==> src/rtl/serial_subtractor4.sv <==
// ============================================================================
// Module      : serial_subtractor4
// Description : Bit-serial subtractor. It computes A - B - Bin one bit per
//               cycle, LSB first, and registers the result and the borrow-out.
// Revision    : 1.0  initial release
// ============================================================================
`default_nettype none

module serial_subtractor4 #(
    parameter int Width = 4
) (
    input  logic             Clock,
    input  logic             Reset,
    input  logic             Start,
    input  logic [Width-1:0] InputA,
    input  logic [Width-1:0] InputB,
    input  logic             InputBorrow,
    output logic [Width-1:0] Output,
    output logic             OutputBorrow,
    output logic             Busy,
    output logic             Done
);

    localparam int                 C_CNT_W = $clog2(Width);
    localparam logic [C_CNT_W-1:0] C_LAST  = C_CNT_W'(Width - 1);

    typedef enum logic [1:0] {
        S_IDLE = 2'd0,
        S_RUN  = 2'd1,
        S_DONE = 2'd2
    } state_t;

    state_t             r_state_q,  w_state_d;
    logic [Width-1:0]   r_a_q,      w_a_d;
    logic [Width-1:0]   r_b_q,      w_b_d;
    logic               r_br_q,     w_br_d;
    logic [Width-1:0]   r_res_q,    w_res_d;
    logic [C_CNT_W-1:0] r_cnt_q,    w_cnt_d;
    logic [Width-1:0]   r_out_q,    w_out_d;
    logic               r_obr_q,    w_obr_d;
    logic               r_busy_q,   w_busy_d;
    logic               r_done_q,   w_done_d;

    logic               w_diff_bit;
    logic               w_br_next;
    logic [Width-1:0]   w_res_shift;

    // One full-subtractor cell operating on the current LSBs.
    always_comb begin
        w_diff_bit  = r_a_q[0] ^ r_b_q[0] ^ r_br_q;
        w_br_next   = (~r_a_q[0] & r_b_q[0]) | (~(r_a_q[0] ^ r_b_q[0]) & r_br_q);
        w_res_shift = {w_diff_bit, r_res_q[Width-1:1]};
    end

    always_comb begin
        w_state_d = r_state_q;
        w_a_d     = r_a_q;
        w_b_d     = r_b_q;
        w_br_d    = r_br_q;
        w_res_d   = r_res_q;
        w_cnt_d   = r_cnt_q;
        w_out_d   = r_out_q;
        w_obr_d   = r_obr_q;

        case (r_state_q)
            S_IDLE: begin
                if (Start) begin
                    w_a_d     = InputA;
                    w_b_d     = InputB;
                    w_br_d    = InputBorrow;
                    w_res_d   = '0;
                    w_cnt_d   = '0;
                    w_state_d = S_RUN;
                end
            end
            S_RUN: begin
                w_a_d   = {1'b0, r_a_q[Width-1:1]};
                w_b_d   = {1'b0, r_b_q[Width-1:1]};
                w_br_d  = w_br_next;
                w_res_d = w_res_shift;
                w_cnt_d = r_cnt_q + C_CNT_W'(1);
                if (r_cnt_q == C_LAST) begin
                    w_out_d   = w_res_shift;
                    w_obr_d   = w_br_next;
                    w_cnt_d   = '0;
                    w_state_d = S_DONE;
                end
            end
            S_DONE: begin
                w_state_d = S_IDLE;
            end
            default: begin
                w_state_d = S_IDLE;
            end
        endcase

        // Flags are registered copies of the next state, so they line up with it.
        w_busy_d = (w_state_d == S_RUN);
        w_done_d = (w_state_d == S_DONE);
    end

    always_ff @(posedge Clock) begin
        if (Reset) begin
            r_state_q <= S_IDLE;
            r_a_q     <= '0;
            r_b_q     <= '0;
            r_br_q    <= 1'b0;
            r_res_q   <= '0;
            r_cnt_q   <= '0;
            r_out_q   <= '0;
            r_obr_q   <= 1'b0;
            r_busy_q  <= 1'b0;
            r_done_q  <= 1'b0;
        end else begin
            r_state_q <= w_state_d;
            r_a_q     <= w_a_d;
            r_b_q     <= w_b_d;
            r_br_q    <= w_br_d;
            r_res_q   <= w_res_d;
            r_cnt_q   <= w_cnt_d;
            r_out_q   <= w_out_d;
            r_obr_q   <= w_obr_d;
            r_busy_q  <= w_busy_d;
            r_done_q  <= w_done_d;
        end
    end

    assign Output       = r_out_q;
    assign OutputBorrow = r_obr_q;
    assign Busy         = r_busy_q;
    assign Done         = r_done_q;

endmodule

`default_nettype wire

==> config.mk <==
export PLATFORM = sky130hd
export DESIGN_NAME = serial_subtractor4
export DESIGN_NICKNAME = d
export VERILOG_FILES = /design/src/rtl/serial_subtractor4.sv
export SDC_FILE = /design/constraint.sdc
export NUM_CORES = 1
export LEC_CHECK = 0
export ABC_AREA = 1
export CORE_MARGIN = 1.5
export CORE_UTILIZATION = 49
export DETAILED_ROUTE_END_ITERATION = 8
export GPL_ROUTABILITY_DRIVEN = 0
export MAX_ROUTING_LAYER = met4
export PLACE_DENSITY_LB_ADDON = 0.3
export SYNTH_ARGS = -nofsm -noshare
export SYNTH_HDL_FRONTEND = slang
export SYNTH_SLANG_ARGS = --single-unit
==> constraint.sdc <==
create_clock -name Clock -period 1.4 [get_ports Clock]
set_input_delay 0.21 -clock Clock [delete_from_list [all_inputs] [get_ports Clock]]
set_output_delay 0.21 -clock Clock [all_outputs]
set_load 0.02 [all_outputs]
Word level (Yosys, flattened, before mapping)
Index checks and enable logic that the tools add are counted. Widths: inputs -> output; s select.

Register bits: 24. Bits in latches: 0. RAM bits: 0. Bits in read-only memories: 0. Logic and storage cells: 41. Memories: 0.

$add $sub $neg: 1. Multipliers: 0. Div/mod/pow operators: 0. $lt $le $gt $ge: 0. Eq/ne operators: 5. Shift operators: 0. Mux-type cells: 14. Bitwise gates (word level): 7. Reductions and logical operators: 4.

Operators by type and width (count): $pmux 4 s2 (3); $mux 4 (3); $mux 2 (4); $pmux 2 s2 (2); $eq 2x1->1 const B (2); $eq 2x2->1 const B (2); $reduce_and 2->1 (2); $add 2x1->2 const B (1); $and 1x1->1 (2); $logic_not 2->1 (1); $ne 2x2->1 const B (1); $not 1->1 (2); $pmux 1 s2 (1); $reduce_bool 2->1 (1); $xor 1x1->1 (2); $mux 1 (1); $or 1x1->1 (1).

Logic depth before layout (Yosys ltp)
Word-level depth: 5. Gate-level depth with buffers: 7. Depth with buffers taken out: 7.

Worst setup path before layout
No wires, ideal clock.

Path type: register to register. Start: register r_a_q[0]. End: register r_res_q[3]. Library setup time: 66 ps. Arrival: 1022 ps. Data required time: 1334 ps. Slack: 312 ps. Cell stages (with the launch flop): 4. Path buffers: 0. Period minus slack after synthesis: 1088 ps. Cells stage by stage: dfxtp_1 > fa_1 > nand2_1 > a21oi_2.

Word-level cells in the longest chain between the ends: 3.

RTL lines: from (decl) (line 34) `logic [Width-1:0] r_a_q, w_a_d;`; from (signal assigned) (line 116) `r_a_q <= w_a_d;`; $xor 1x1->1 (2 in series) (line 50) `w_diff_bit = r_a_q[0] ^ r_b_q[0] ^ r_br_q;`; net w_diff_bit (line 44) `logic w_diff_bit;`; $pmux 4 s2 (line 65) `case (r_state_q)`; to (signal assigned) (line 119) `r_res_q <= w_res_d;`; to (decl) (line 37) `logic [Width-1:0] r_res_q, w_res_d;`.

The timed path passes the listed nets, and every way through them passes these cells. A chain may end at the register's enable or synchronous reset.

Worst setup path in the final report
Start: register r_obr_q, in the netlist OutputBorrow. End: output OutputBorrow.

RTL lines: from (decl) (line 40) `logic r_obr_q, w_obr_d;`; from (signal assigned) (line 122) `r_obr_q <= w_obr_d;`; to (decl) (line 19) `output logic OutputBorrow,`.

No word-level cell between the ends.

==> flow_metrics.env <==
export IMPL_outcome="completed"
export IMPL_postCtsSetupBuffers=0
export IMPL_switchingPower_uw=318.1
export IMPL_finalSetupTns_ns=0
export IMPL_r2r_start="r_b_q[0]$_SDFFE_PP0P_"
export IMPL_finClkSkew_ns=0.006905
export IMPL_clk_latency_ns=0.31
export IMPL_synthesis_nets=144
export IMPL_grt_pass1_vias=727
export IMPL_setup_slack_ns=0.1818
export IMPL_cts_sinks=23
export IMPL_hold_path_class="primary input to register"
export IMPL_post_drt_via_cell_ratio=4.685
export IMPL_ios=19
export IMPL_swShare=0.2629
export IMPL_core_um2=1802
export IMPL_fin_util=0.6785
export IMPL_final_layout_size_suffix_gt1_frac=0.1176
export IMPL_synth_avg_cell_area_um2=7.488
export IMPL_ys_types=19
export IMPL_path_clk_slew_ns=0.13
export IMPL_first_pass_iters=4
export IMPL_p_per_area_nw_per_um2=990.0
export IMPL_critPathLaunchType="register"
export IMPL_maxCapViolCount=0
export IMPL_min_from="InputB[3]"
export IMPL_arrival_ns=1.01
export IMPL_drt_total_wl_mm=1.836
export IMPL_crit_family="flip-flops"
export IMPL_yosys_top_cells_area="dfxtp_1, nand2_1, nor2_1, inv_1, nand3_1"
export IMPL_grt_overflow_total=0
export IMPL_syn_area_um2=973.4
export IMPL_grt_max_degree=14
export IMPL_drtIter0Drc=7
export IMPL_power_frac_seq=0.584
export IMPL_synthCells=130
export IMPL_clock_path_buffers=2
export IMPL_rows=15
export IMPL_slowest_delay_ns=0.36
export IMPL_cp_cell_sequence="dlygate4sd2_1"
export IMPL_grt_util_all_layers=0.1954
export IMPL_htree_num_levels=1
export IMPL_dieArea_um2=2263
export IMPL_p_int_uw=892.1
export IMPL_peakVddDrop_uv=577.1
export IMPL_tightest_slew_ns=0.2440
export IMPL_worst_path_buf_inv=1
export IMPL_setup_violations=0
export IMPL_slowest_stage="dfxtp_1"
export IMPL_dp_hpwl_mm=1.452
export IMPL_period_needed_ns=1.218
export IMPL_holdBufCountCts=0
export IMPL_synth_warnings=0
export IMPL_syn2layout_area_growth_pct=25.58
export IMPL_power_leakage_uw=0.0005672
export IMPL_slew_viol_final=0
export IMPL_vias=834
export IMPL_cts_tree="built"
export IMPL_ys_ff_latch=23
export IMPL_nets=168
export IMPL_path_class="register to primary output"
export IMPL_yosysTopAreaCell="dfxtp_1"
export IMPL_clock_fmax_mhz=820.9
export IMPL_hold_viol=0
export IMPL_grt_pass1_wl_mm=3.008
export IMPL_cp_end_kind="primary output"
export IMPL_cts_resized=7
export IMPL_cts_root_buf="clkbuf_4"
export IMPL_cts_buffers=3
export IMPL_startpoint="OutputBorrow$_SDFFE_PP0P_"
export IMPL_die_width_um=47.57
export IMPL_wl_per_cell_um=10.31
export IMPL_initial_utilization=0.5403
export IMPL_netlist_area_leader_share=0.4730
export IMPL_pwr_share_clk=0.247
export IMPL_dp_slack_ns=-0.006015
export IMPL_ant_nets=0
export IMPL_synth_seq_area_share=0.4730
export IMPL_finalCritPeriodShare=0.8702
export IMPL_antenna_cells=0
export IMPL_die_y_um=47.57
export IMPL_place_port_buffers=18
export IMPL_p_comb_frac=0.170
export IMPL_cp_required_ns=1.19
export IMPL_critPathMaxFanout=2
export IMPL_slew_limit_headroom=0.8367
export IMPL_rsz0062_at_grt="false"
export IMPL_grt_antenna_before_repair=0
export IMPL_drc=0
[path summary, 6_finish.rpt]
path	cells after the start	slack [ns]	to
worst max-delay path	1	0.18	OutputBorrow
worst min-delay path	3	0.45	r_b_q[3]$_SDFFE_PP0P_
worst max register to register	4	0.21	r_res_q[3]$_SDFFE_PP0P_
worst min register to register	2	0.48	Output[1]$_SDFFE_PP0P_
[power by group through the flow]
stage               clock network, uW  registers (uW)  logic [uW]
CTS                               312             707         206
floorplan                           0             721         127
global placement                    0             720         202
global route                      338             711         230
detailed placement                  0             721         207
finish                            299             706         205
[cell families after synthesis]
kind of cell,synth area share
AO/OA/AOI/OAI,0.08611
AND/OR/NAND/NOR,0.3098
flip-flops,0.4730
adder cells (fa/ha/maj),0.03342
buffers and inverters,0.09767
[per-stage QoR]
step,cell area (um^2),std cells,hold WS [ns],total power [uW]
after floorplan,973.4,130,0.3509,847.6
after global placement,1204,174,0.4514,922.2
after detailed placement,1204,174,0.4578,927.8
after CTS,1222,178,0.4523,1225
after global routing,1222,178,0.4631,1279
final,1222,178,0.4525,1210
[final cells by class]
class                           count  area (um^2)
Clock buffer                        3        22.52
Multi-Input combinational cell     86        417.9
Inverter                           17        63.81
Tap cell                           25        31.28
Timing Repair Buffer               23        221.5
Fill cell                         177        579.3
Clock inverter                      1        5.005
Sequential cell                    23        460.4
[synth_stat cells]
cell / instances
nor2_4: 1
o21ai_0: 3
buf_4: 2
nor2_1: 17
o21ai_2: 1
fa_1: 1
ha_1: 1
nand2_2: 1
nand3_1: 11
o21a_1: 2
inv_2: 2
buf_2: 1
nand2_1: 36
a21oi_1: 2
a21oi_2: 4
inv_1: 15
dfxtp_1: 23
buf_6: 1
nor3_1: 6
[layer usage]
metal	GRT usage	vias to the layer above	routed length (um)
met1	0.2558	364	857
met4	0.04865	0	12
li1	-	449	-
met5	-	-	0
met3	0.03396	2	75
met2	0.3135	19	892
[sequential cells by signal, summed over array words and instances (netlist names)]
register / flops
Busy: 1
Output: 4
r_state_q: 2
OutputBorrow: 1
r_cnt_q: 2
r_br_q: 1
r_b_q: 4
r_a_q: 4
Done: 1
r_res_q: 3
[placed cells by master (no fill, tap or decap)]
master           Yosys  layout
nand2_1             36      36
dfxtp_1             23      23
nor2_1              17      17
inv_1               15      15
nand3_1             11      11
clkdlybuf4s50_1      0      11
dlygate4sd2_1        0       7
nor3_1               6       6
a21oi_2              4       4
buf_4                2       4
o21ai_0              3       3
clkbuf_4             0       3
inv_2                2       2
o21a_1               2       2
a21oi_1              2       2
nor2_4               1       1
nand2_2              1       1
o21ai_2              1       1
fa_1                 1       1
ha_1                 1       1
clkinv_2             0       1
buf_12               0       1
Note: power is estimated with default switching activity, not from simulation.
